--- config.mk ---
export PLATFORM = sky130hd
export DESIGN_NAME = mem_access
export DESIGN_NICKNAME = d
export VERILOG_FILES = /design/src/rtl/mem_access.sv
export SDC_FILE = /design/constraint.sdc
export NUM_CORES = 1
export LEC_CHECK = 0
export BUFFER_PORTS_ARGS = -buffer_cell sky130_fd_sc_hd__buf_2
export CORE_AREA = 2 2 115 117
export DETAILED_ROUTE_END_ITERATION = 10
export DIE_AREA = 0 0 117 119
export GPL_ROUTABILITY_DRIVEN = 0
export PLACE_DENSITY = 0.67
export SLEW_MARGIN = 20
export SYNTH_ARGS = -nofsm -noshare
export SYNTH_HDL_FRONTEND = slang
export SYNTH_SLANG_ARGS = --single-unit
--- constraint.sdc ---
create_clock -name clk_in -period 2.2 [get_ports clk_in]
set_clock_uncertainty 0.15 [all_clocks]
set_input_delay 0.33 -clock clk_in [delete_from_list [all_inputs] [get_ports clk_in]]
set_output_delay 0.33 -clock clk_in [all_outputs]
set_load 0.005 [all_outputs]
--- src/rtl/mem_access.sv ---
// Memory-access stage: byte-serial loads/stores via a handshake memory controller.
// Optional MEM_MISALIGN_CHECK_EN rejects misaligned halfword/word accesses in IDLE.
module mem_access (
   input  logic        clk_in,
   input  logic        rst_in,
   input  logic        rdy_in,
   input  logic [4:0]  ex_reg_addr,
   input  logic [31:0] ex_reg_data,
   input  logic        ex_if_write,
   input  logic [3:0]  ex_mem_op,
   input  logic [31:0] ex_mem_addr,
   input  logic [31:0] ex_store_data,
   output logic        mc_req,
   output logic        mc_wr,
   output logic [31:0] mc_addr,
   output logic [7:0]  mc_wdata,
   input  logic        mc_ack,
   input  logic [7:0]  mc_rdata,
   output logic [4:0]  mem_reg_addr,
   output logic [31:0] mem_reg_data,
   output logic        if_write,
   output logic        mem_stall_req,
   output logic        misalign_err
);
   localparam logic [3:0] OP_LB = 4'd1, OP_LH = 4'd2, OP_LW = 4'd3, OP_LBU = 4'd4,
                          OP_LHU = 4'd5, OP_SB = 4'd6, OP_SH = 4'd7, OP_SW = 4'd8;

   typedef enum logic [1:0] {IDLE, ACCESS, DONE} state_t;

   state_t      state, state_nxt;
   logic [1:0]  cnt, cnt_nxt;
   logic        gap, gap_nxt;
   logic [31:0] load_buf, load_buf_nxt;
   logic        is_load, is_store, is_mem, misaligned;
   logic [1:0]  last;

   always_comb begin
      is_load  = 1'b0;
      is_store = 1'b0;
      last     = 2'd0;
      case (ex_mem_op)
         OP_LB, OP_LBU: begin is_load  = 1'b1; last = 2'd0; end
         OP_LH, OP_LHU: begin is_load  = 1'b1; last = 2'd1; end
         OP_LW:         begin is_load  = 1'b1; last = 2'd3; end
         OP_SB:         begin is_store = 1'b1; last = 2'd0; end
         OP_SH:         begin is_store = 1'b1; last = 2'd1; end
         OP_SW:         begin is_store = 1'b1; last = 2'd3; end
         default:       ;
      endcase
      is_mem = is_load | is_store;
`ifdef MEM_MISALIGN_CHECK_EN
      // last is 1 for halfwords and 3 for words, so it doubles as the alignment mask
      misaligned = |(ex_mem_addr[1:0] & last);
`else
      misaligned = 1'b0;
`endif
   end

   always_ff @(posedge clk_in or negedge rst_in) begin
      if (!rst_in) begin
         state    <= IDLE;
         cnt      <= 2'd0;
         gap      <= 1'b0;
         load_buf <= 32'd0;
      end else if (rdy_in) begin
         state    <= state_nxt;
         cnt      <= cnt_nxt;
         gap      <= gap_nxt;
         load_buf <= load_buf_nxt;
      end
   end

   always_comb begin
      state_nxt    = state;
      cnt_nxt      = cnt;
      gap_nxt      = gap;
      load_buf_nxt = load_buf;
      case (state)
         IDLE: begin
            if (is_mem && !misaligned) begin
               state_nxt    = ACCESS;
               cnt_nxt      = 2'd0;
               gap_nxt      = 1'b0;
               load_buf_nxt = 32'd0;
            end
         end
         ACCESS: begin
            // gap is the mandatory one-cycle request drop between bytes
            if (gap) begin
               gap_nxt = 1'b0;
            end else if (mc_ack) begin
               if (is_load) load_buf_nxt[{cnt, 3'b000} +: 8] = mc_rdata;
               if (cnt == last) begin
                  state_nxt = DONE;
               end else begin
                  cnt_nxt = cnt + 2'd1;
                  gap_nxt = 1'b1;
               end
            end
         end
         DONE:    state_nxt = IDLE;
         default: state_nxt = IDLE;
      endcase
   end

   always_comb begin
      mc_req        = 1'b0;
      mc_wr         = 1'b0;
      mc_addr       = 32'd0;
      mc_wdata      = 8'd0;
      mem_reg_addr  = 5'd0;
      mem_reg_data  = 32'd0;
      if_write      = 1'b0;
      mem_stall_req = 1'b0;
      misalign_err  = 1'b0;
      if (rst_in) begin
         mem_reg_addr = ex_reg_addr;
         mem_reg_data = ex_reg_data;
         case (state)
            IDLE: begin
               if (!is_mem)        if_write      = ex_if_write;
               else if (misaligned) misalign_err  = 1'b1;
               else                mem_stall_req = 1'b1;
            end
            ACCESS: begin
               mem_stall_req = 1'b1;
               mc_req        = ~gap;
               mc_wr         = is_store;
               mc_addr       = ex_mem_addr + {30'd0, cnt};
               mc_wdata      = ex_store_data[{cnt, 3'b000} +: 8];
            end
            DONE: begin
               if (is_load) begin
                  if_write = ex_if_write;
                  case (ex_mem_op)
                     OP_LB:   mem_reg_data = {{24{load_buf[7]}}, load_buf[7:0]};
                     OP_LH:   mem_reg_data = {{16{load_buf[15]}}, load_buf[15:0]};
                     OP_LBU:  mem_reg_data = {24'd0, load_buf[7:0]};
                     OP_LHU:  mem_reg_data = {16'd0, load_buf[15:0]};
                     default: mem_reg_data = load_buf;
                  endcase
               end
            end
            default: ;
         endcase
      end
   end
endmodule

---- After elaboration in Yosys (flattened, before gate mapping) ----
Cells that the tools add are included.
word-level totals
  word-level logic and storage cells ...... 83
  output and inout port bits .............. 82
  bits of input ports ..................... 118
  flip-flop bits (word level) ............. 37
cells by class
  add/sub/neg operators ................... 3
  reductions and logical operators ........ 10
  multiplexer cells ....................... 44
  shift-type cells ........................ 3
  equal/unequal tests ..................... 17
  bitwise gates (word level) .............. 2
operators by type and width
  cell                    count
  $mux 32                 9
  $pmux 32 s4             1
  $pmux 32 s2             1
  $add 32x2->32           1
  $bwmux 32               1
  $shift 8x7->32 const A  1
  $shiftx 32x6->8         1
  $shiftx 8x7->32         1
  $eq 4x3->1 const B      4
  $mux 2                  8
  $mux 8                  2
  $mux 1                  15
  $ne 2x2->1 const B      6
  $pmux 2 s2              3
  $reduce_and 6->1        2
  $eq 4x2->1 const B      2
  $neg 5->7               1
  $pmux 1 s2              3
  $reduce_or 3->1         2
  $mux 5                  1
  $reduce_and 5->1        1
  $reduce_or 5->1         1
  $eq 4x1->1 const B      1
  $eq 4x4->1 const B      1
  10 further kinds        10

---- Longest topological paths before layout ----
Gate-level depths: netlist of run 1.
  depth in word-level cells ............... 8
  depth in mapped cells ................... 8
  gate-level depth less buffers ........... 7

---- Worst setup path before layout of run 1 ----
No wires, ideal clock.
  path type ............................... register to output
  start ................................... reg cnt[1]
  end ..................................... out mc_addr[25]
  data arrival time ....................... 1.826 ns
  buffers on the path ..................... 1
  required time ........................... 1.720 ns
  stages on the path, launching flop included .. 8
  path slack .............................. -0.106 ns
  cells stage by stage .................... dfrtp_1 ha_1 a21oi_1 nor4_1 clkbuf_1 nand4_1 xor2_1 nor2_1
on the way
  word-level cells in the longest chain between the ends .. 3
RTL lines
  what                      line  text
  start: declaration        31    logic [1:0] cnt, cnt_nxt;
  start signal: assignment  67    cnt <= cnt_nxt;
  $add 32x2->32             129   mc_addr = ex_mem_addr + {30'd0, cnt};
  $mux 32                   119   case (state)
  $mux 32                   116   if (rst_in) begin
  end: declaration          15    output logic [31:0] mc_addr,
Every way passes these cells.

---- Final worst setup path of run 1 ----
  start ................................... reg cnt[0]
  end ..................................... out mc_addr[14]
The elaborated chain is that of the path after synthesis.

==> results of run 1 <==
==> cell usage after synthesis, types with 3 or more instances <==
cell type | instances | area (sq um)
sky130_fd_sc_hd__ha_1 | 6 | 75.07
sky130_fd_sc_hd__o21ai_0 | 12 | 60.06
sky130_fd_sc_hd__and4_1 | 7 | 61.31
sky130_fd_sc_hd__o211ai_1 | 16 | 120.1
sky130_fd_sc_hd__nor3_1 | 6 | 30.03
sky130_fd_sc_hd__nand2_1 | 82 | 307.8
sky130_fd_sc_hd__clkbuf_1 | 18 | 67.56
sky130_fd_sc_hd__a21boi_0 | 21 | 157.7
sky130_fd_sc_hd__inv_1 | 38 | 142.6
sky130_fd_sc_hd__xor2_1 | 24 | 210.2
sky130_fd_sc_hd__buf_1 | 3 | 11.26
sky130_fd_sc_hd__mux2i_1 | 32 | 320.3
sky130_fd_sc_hd__dfrtp_1 | 37 | 925.9
sky130_fd_sc_hd__nand3_1 | 17 | 85.08
sky130_fd_sc_hd__a21boi_1 | 3 | 22.52
sky130_fd_sc_hd__mux4_2 | 8 | 180.2
sky130_fd_sc_hd__and2_1 | 9 | 56.30
sky130_fd_sc_hd__nand2b_1 | 4 | 25.02
sky130_fd_sc_hd__nand4_1 | 9 | 56.30
sky130_fd_sc_hd__nor2b_1 | 4 | 25.02
sky130_fd_sc_hd__a21oi_1 | 20 | 100.1
sky130_fd_sc_hd__and3_1 | 15 | 93.84
sky130_fd_sc_hd__nor2_2 | 3 | 18.77
sky130_fd_sc_hd__buf_2 | 9 | 45.04
sky130_fd_sc_hd__nor2_1 | 41 | 153.9
sky130_fd_sc_hd__xnor2_1 | 4 | 35.03
==> cells in the final DEF, fill, tap and decap left out, types with 4 or more instances in the layout <==
master,count
sky130_fd_sc_hd__a21boi_0,8
sky130_fd_sc_hd__a21boi_1,16
sky130_fd_sc_hd__a21oi_1,18
sky130_fd_sc_hd__and2_1,9
sky130_fd_sc_hd__and3_1,14
sky130_fd_sc_hd__and4_1,5
sky130_fd_sc_hd__buf_12,9
sky130_fd_sc_hd__buf_2,198
sky130_fd_sc_hd__buf_4,44
sky130_fd_sc_hd__buf_6,4
sky130_fd_sc_hd__clkbuf_16,8
sky130_fd_sc_hd__dfrtp_1,34
sky130_fd_sc_hd__ha_1,4
sky130_fd_sc_hd__inv_1,37
sky130_fd_sc_hd__mux2i_1,32
sky130_fd_sc_hd__mux4_2,8
sky130_fd_sc_hd__nand2_1,81
sky130_fd_sc_hd__nand3_1,14
sky130_fd_sc_hd__nand4_1,9
sky130_fd_sc_hd__nor2_1,39
sky130_fd_sc_hd__nor2_2,4
sky130_fd_sc_hd__nor2b_1,4
sky130_fd_sc_hd__nor3_4,4
sky130_fd_sc_hd__o211ai_1,16
sky130_fd_sc_hd__o21ai_0,12
sky130_fd_sc_hd__xor2_1,24
==> power by group <==
group | internal [mW] | switching (mW) | total, mW
combinational | 1.24 | 1.26 | 2.50
clock | 0.566 | 0.290 | 0.856
sequential | 0.991 | 0.199 | 1.19
total | 2.79 | 1.75 | 4.55
==> final timing paths <==
check	startpoint	end	slack [ps]	depth (start not counted)
hold / removal	mc_rdata[7]	load_buf[7]	170	3
max in group asynchronous	rst_in	load_buf[9]	1320	3
setup reg to reg	cnt[0]	load_buf[1]	60	7
setup / recovery	cnt[0]	mc_addr[14]	-320	9
min in group asynchronous	rst_in	load_buf[1]	350	3
hold reg to reg	load_buf[28]	load_buf[28]	370	2
==> per-layer routing <==
layer / track usage, % / part of all wire (%)
met3: 2.646 / 5.7
met1: 21.16 / 45
met2: 28.68 / 49
met4: 2.868 / 0.79
met5: 0 / 0
==> critical path, delay by kind of cell (launching register included) <==
kind,cells,cell delay (ps)
fa+ha+maj,2,340
xor+xnor,1,160
buf+inv,2,270
flops,1,390
simple gates,4,610
==> registers in the layout, summed over array words and instances (netlist names) <==
name	flops
state	2
cnt	2
load_buf	32
gap	1
==> cell type report <==
class / count / area share (%)
clock buffer: 6 / 2.404
tap: 176 / 3.811
sequential: 37 / 16.09
inverter: 38 / 2.469
timing repair buffer: 259 / 28.28
multi-input combinational: 378 / 46.30
clock inverter: 2 / 0.6496
==> through the flow <==
step / utilization, % / TNS [ps] / power (mW) / setup slack, ps
final: 44.88 / -6601 / 4.547 / -317.6
after global routing: 44.88 / -13000 / 4.918 / -493.2
after CTS: 42.98 / -11680 / 4.443 / -341.8
after detailed placement: 40.55 / -7609 / 3.473 / -476.8
after global placement: 40.55 / -7458 / 3.431 / -475.0
after floorplan: - / 0 / 2.526 / 6.194
==> kinds of logic after synthesis <==
logic type	count (synthesis)	synth area share (%)
adders and majority gates	7	2.558
buffers and inverters	70	7.674
AOI/OAI and AO/OA	91	16.73
xor gates and xnor gates	28	6.597
and+or+nand+nor	211	27.97
other	1	0.1009
DFF	37	24.91
muxes	40	13.46
==> timing repair <==
item	in CTS	in global routing
resized for setup	17	46
hold buffers	1	0
buffers inserted	7	7
hold endpoints to repair	23	0
gates cloned	0	5
pin swaps	12	27
endpoints found under the setup margin	57	111
==> results by group, run 1 <==
Worst setup path
  • Cell seen most often among critical-path stages: sky130_fd_sc_hd__nand4_1
  • Kind of critical path: flop to output pin
  • Cell with the biggest individual delay on the critical path: sky130_fd_sc_hd__dfrtp_1
  • Data arrival time of the worst path: about 2000 ps
  • Element type at the critical path end: output pin
  • Required arrival time at the worst endpoint: roughly 1700 ps
  • Cell Chain, Critical Path: ha_4, fa_2, nand4_1, nor3_4, buf_12, nand4_1, xor2_1, nor2_1, buf_2
  • Category of the worst setup path launch point: flop
  • Highest net fanout along the worst path: 10
  • Worst stage delay on the critical path: between 300 and 400 ps

Timing
  • Final slew viol count: 0
  • Fmax: about 0.40 GHz
  • Final clock period utilization by the worst path: 114.4%
  • Setup repair after global routing missed its margin: true
  • Count of final hold-check violations: 0
  • Time the worst path needs with I/O delays and setup: 2518 ps
  • Count of final setup violators: 36
  • Worst hold-check slack: 170.7 ps
  • PnR worst setup slack: -317.6 ps

Layout
  • Area growth from synthesis to layout: 55.44%
  • Area occupied by multi-input gates: around 2700 sq um
  • Final standard cell area without fillers: ~5800 sq um
  • Count of placed standard cells in the final layout, fillers left out: approximately 900
  • Antenna cell count: 0
  • Final-layout fill cell count: around 1300
  • Area occupied by registers: 929.6 sq um
  • Fin nets: between 800 and 900
  • Share of layout cells above drive strength 1: a little over two fifths

Synthesis
  • Mapped Avg Cell Area: ~7.7 sq um
  • Number of flops mapped to enable cells by yosys: 0
  • Sequential element share of the synthesized area: between 20% and 30%
  • Post-synthesis async set-or-reset flop share: 100.0%
  • Post-synthesis cell area: roughly 3700 sq um
  • Cell variety after synth: between 50 and 60
  • Yosys reg bits: 37
  • Synthesized instance count: roughly 490
  • Dominant register cell in the synthesized netlist: sky130_fd_sc_hd__dfrtp_1
  • Mapped Nets: between 600 and 700
  • Number of warnings issued by yosys: 0

Placed design
  • Cell Area, Placed: between 5000 and 6000 sq um
  • Placed wire-length estimate: around 9000 microns
  • Number of placed instances with taps included: just under 900
  • Number of buffer cells added on primary ports: between 150 and 200

Power
  • Worst voltage drop across the vdd grid: a little under 0.0004 V
  • Static leakage: about 2.8 nW
  • Power density cells: roughly 790 nW/um^2

Outcome
  • Outcome: complete, but fails checks
  • Failing checks: negative setup slack

Clock network
  • Clock latency at the later pin of the worst-skew pair: 280 ps
  • CTS tree: done
  • Clock buffer count from CTS: 5
  • Max H-tree Level: 2
  • TritonCTS Sinks: 37
  • Root cell of the clock tree: sky130_fd_sc_hd__clkbuf_16
  • Clock-pin transition on the worst setup and hold timing paths: 60 ps
  • Max Root-Sink Buffers: 2

Global route
  • First-pass GRT wire length: around 19000 microns
  • Antenna violations before repair: 0
  • Combined global-route utilization of all metal layers: roughly 16%
  • Grt ovf: 0
  • Largest net degree at the start of global routing: 55
  • Vias in the first global route: slightly below 4000

Die
  • Starting utilization of the core area: about 29%
  • IO Count: 200
  • Std cell rows: 42
  • Horizontal die dimension: ~120 microns
  • Total Die Area: about 14000 sq um
  • Die extent in y: 119 microns
  • Floorplan core area: between 10000 and 15000 sq um

Detailed routing
  • Iteration-0 DRC count of the detailed router: 129
  • Number of vias in the routed layout: about 4200
  • Average detailed-routed wire length per instance: between 10 and 15 microns
  • DRC violation count after routing: 0
  • Total length of routed wires: about 12000 microns
  • Post-route antenna net violation count: 0
  • Router iterations before antenna repair: 4
  • Routed via count divided by cell count: between 4 and 5

Hold path
  • Type of the tightest min-delay check: primary input to flop

Run
  • Max capacitance violation total: 0
Note: power is estimated with default switching activity, not from simulation.
==> inputs of run 2 (changes only) <==
--- a/config.mk
+++ b/config.mk
@@ -5,7 +5,7 @@
 export SDC_FILE = /design/constraint.sdc
 export NUM_CORES = 1
 export LEC_CHECK = 0
-export BUFFER_PORTS_ARGS = -buffer_cell sky130_fd_sc_hd__buf_2
+export BUFFER_PORTS_ARGS = -buffer_cell sky130_fd_sc_hd__buf_4
 export CORE_AREA = 2 2 115 117
 export DETAILED_ROUTE_END_ITERATION = 10
 export DIE_AREA = 0 0 117 119
==> results by group, run 2 (synthesis results as in run 1) <==
Layout
  • Fin nets: 849 (was 844)
  • Leading registers by flop count: load_buf: 32 flops, cnt: 2 flops, state: 2 flops (unchanged)
  • Share of layout cells above drive strength 1: 44.69% (was 43.33%)
  • Area growth from synthesis to layout: 70.92% (was 55.44%)
  • Most used cells in the layout excluding fill and tap cells: 240 x sky130_fd_sc_hd__buf_4, 79 x sky130_fd_sc_hd__nand2_1, 38 x sky130_fd_sc_hd__nor2_1, 36 x sky130_fd_sc_hd__inv_1, 35 x sky130_fd_sc_hd__dfrtp_1 (was 198 x sky130_fd_sc_hd__buf_2, 81 x sky130_fd_sc_hd__nand2_1, 44 x sky130_fd_sc_hd__buf_4, 39 x sky130_fd_sc_hd__nor2_1, 37 x sky130_fd_sc_hd__inv_1)
  • Final-layout fill cell count: 1213 (was 1304)
  • Final standard cell area without fillers: 6354 sq um (was 5778 sq um)
  • Most common cell after layout, fill and taps aside: sky130_fd_sc_hd__buf_4 (was sky130_fd_sc_hd__buf_2)
  • Largest Register: load_buf (unchanged)
  • Count of placed standard cells in the final layout, fillers left out: 901 (was 896)
  • Number of flip-flops in the largest register: 32 (unchanged)
  • Antenna cell count: 0 (unchanged)
  • Utilization after layout: 49.35% (was 44.88%)

Worst setup path
  • Slack of the worst reg-to-reg path: 150 ps (was 60 ps)
  • Data arrival time of the worst path: 2170 ps (was 2040 ps)
  • Kind of critical path: flop to output pin (unchanged)
  • CP Launch Point: cnt[0] (unchanged)
  • Cell with the biggest individual delay on the critical path: sky130_fd_sc_hd__dfrtp_1 (unchanged)
  • Category of the worst setup path launch point: flop (unchanged)
  • Required arrival time at the worst endpoint: 1720 ps (about the same)
  • Cell seen most often among critical-path stages: sky130_fd_sc_hd__nand4_1 (unchanged)
  • Category of cells accounting for the largest share of critical-path delay: simple AND/OR/NAND/NOR gates (unchanged)
  • Beginning of the worst register-to-register path: cnt[0] (unchanged)
  • Cell Chain, Critical Path: ha_2, fa_2, nand4_1, nor3_4, buf_12, nand4_1, xor2_1, nor2_1, buf_4 (was ha_4, fa_2, nand4_1, nor3_4, buf_12, nand4_1, xor2_1, nor2_1, buf_2)
  • Bufs and invs on worst path: 2 (unchanged)
  • Highest net fanout along the worst path: 10 (unchanged)
  • Element type at the critical path end: output pin (unchanged)
  • Worst stage delay on the critical path: 360 ps (was 390 ps)

Timing
  • Count of final hold-check violations: 0 (unchanged)
  • Final slew viol count: 0 (unchanged)
  • Time the worst path needs with I/O delays and setup: 2645 ps (was 2518 ps)
  • Fmax: 0.3780 GHz (was 0.3972 GHz)
  • Final clock period utilization by the worst path: 120.2% (was 114.4%)
  • PnR worst setup slack: -445.4 ps (was -317.6 ps)
  • Setup repair after global routing missed its margin: true (unchanged)
  • Count of final setup violators: 37 (was 36)

Placed design
  • Number of placed instances with taps included: 866 (was 870)
  • Placed wire-length estimate: 9877 microns (was 8995 microns)
  • Cell Area, Placed: 5687 sq um (was 5221 sq um)
  • Number of buffer cells added on primary ports: 198 (unchanged)

Detailed routing
  • Average detailed-routed wire length per instance: 14.81 microns (was 13.64 microns)
  • Total length of routed wires: 13340 microns (was 12220 microns)
  • Router iterations before antenna repair: 4 (unchanged)
  • DRC violation count after routing: 0 (unchanged)
  • Routed via count divided by cell count: 4.837 (was 4.645)
  • Post-route antenna net violation count: 0 (unchanged)
  • Iteration-0 DRC count of the detailed router: 140 (was 129)
  • Number of vias in the routed layout: 4358 (was 4162)

Run
  • Max capacitance violation total: 0 (unchanged)

Global route
  • Combined global-route utilization of all metal layers: 17.90% (was 16.33%)
  • Vias in the first global route: 4242 (was 3897)
  • First-pass GRT wire length: 20160 microns (was 18570 microns)
  • Antenna violations before repair: 0 (unchanged)
  • Grt ovf: 0 (unchanged)
  • Largest net degree at the start of global routing: 47 (was 55)

Die
  • Starting utilization of the core area: 28.87% (unchanged)
  • Die extent in y: 119 microns (unchanged)
  • IO Count: 200 (unchanged)
  • Horizontal die dimension: 117 microns (unchanged)
  • Std cell rows: 42 (unchanged)
  • Floorplan core area: 12870 sq um (unchanged)
  • Total Die Area: 13920 sq um (unchanged)

Power
  • Worst voltage drop across the vdd grid: 0.0004054 V (was 0.0003969 V)
  • Static leakage: 2.908 nW (was 2.763 nW)
  • PnR Total Power: 4.842 mW (was 4.547 mW)
  • Power density cells: 762.1 nW/um^2 (was 786.9 nW/um^2)

Clock network
  • Max H-tree Level: 2 (unchanged)
  • Clock buffer count from CTS: 5 (unchanged)
  • CTS tree: done (unchanged)
  • TritonCTS Sinks: 37 (unchanged)
  • Max Root-Sink Buffers: 2 (unchanged)
  • Root cell of the clock tree: sky130_fd_sc_hd__clkbuf_16 (unchanged)
  • Clock latency at the later pin of the worst-skew pair: 280 ps (about the same)
  • Clock-pin transition on the worst setup and hold timing paths: 60 ps (about the same)

Hold path
  • Type of the tightest min-delay check: primary input to async pin (was primary input to flop)

Outcome
  • Outcome: complete, but fails checks (unchanged)
  • Failing checks: negative setup slack (unchanged)
==> run 2: worst paths after layout <==
kind	endpoint	cells after the start
worst min-delay path	load_buf[15]	3
worst min register to register	load_buf[16]	2
worst max-delay path	mc_addr[14]	9
min in group clk_in	load_buf[30]	3
worst max register to register	load_buf[6]	8
max in group asynchronous	state[0]	2
==> run 2: worst reg2reg max path, cell delays in order, from the launching register on <==
cell                         delay (ps)
sky130_fd_sc_hd__dfrtp_1            360
sky130_fd_sc_hd__buf_4              150
sky130_fd_sc_hd__clkbuf_16          150
sky130_fd_sc_hd__clkinvlp_4         150
sky130_fd_sc_hd__ha_4               290
sky130_fd_sc_hd__nor4b_2            310
sky130_fd_sc_hd__buf_4              210
sky130_fd_sc_hd__nand2_1             60
sky130_fd_sc_hd__mux2i_1            140
==> run 2: where the power goes <==
group / switching, mW / internal, mW / leakage, nW
sequential: 0.188 / 0.989 / 0.494
combinational: 1.38 / 1.59 / 2.34
clock: 0.276 / 0.416 / 0.0706
total: 1.85 / 3.00 / 2.91
==> run 2: per-stage QoR <==
step                      TNS (ps)  setup slack [ps]  hold slack [ps]
final                        -9264            -445.4            132.4
after global routing        -12950            -566.3            172.1
after CTS                    -8336            -409.1            156.9
after detailed placement     -8363            -540.4            26.67
after global placement       -6743            -444.9            24.12
after floorplan                  0             6.194           -115.6
==> run 2: cell type report <==
cell class	count	area (sq um)	share of cell area, %
clock buffers	6	128.9	2.028
clock inverters	2	10.01	0.1575
inverters	38	148.9	2.343
multi-input cells	378	2723	42.85
flip-flops and latches	37	928.4	14.61
well taps	176	220.2	3.466
repair buffers	264	2195	34.54
==> run 2: per-layer routing <==
layer | routed length (microns) | part of all wire [%] | vias up | global-route usage, %
met5 | 0 | 0 | - | 0
met4 | 249 | 1.9 | 0 | 4.485
met3 | 862 | 6.5 | 23 | 3.511
met2 | 6889 | 52 | 160 | 33.60
met1 | 5341 | 40 | 2033 | 20.32
li1 | - | - | 2142 | -
==> run 2: repair_timing <==
item | 4_1_cts | 5_1_grt
hold buffers | 2 | 0
endpoints found under the hold margin | 5 | 0
resized for setup | 28 | 39
setup endpoints to repair | 69 | 96
cloned | 1 | 3
buffers inserted | 10 | 12
pin swaps | 13 | 27
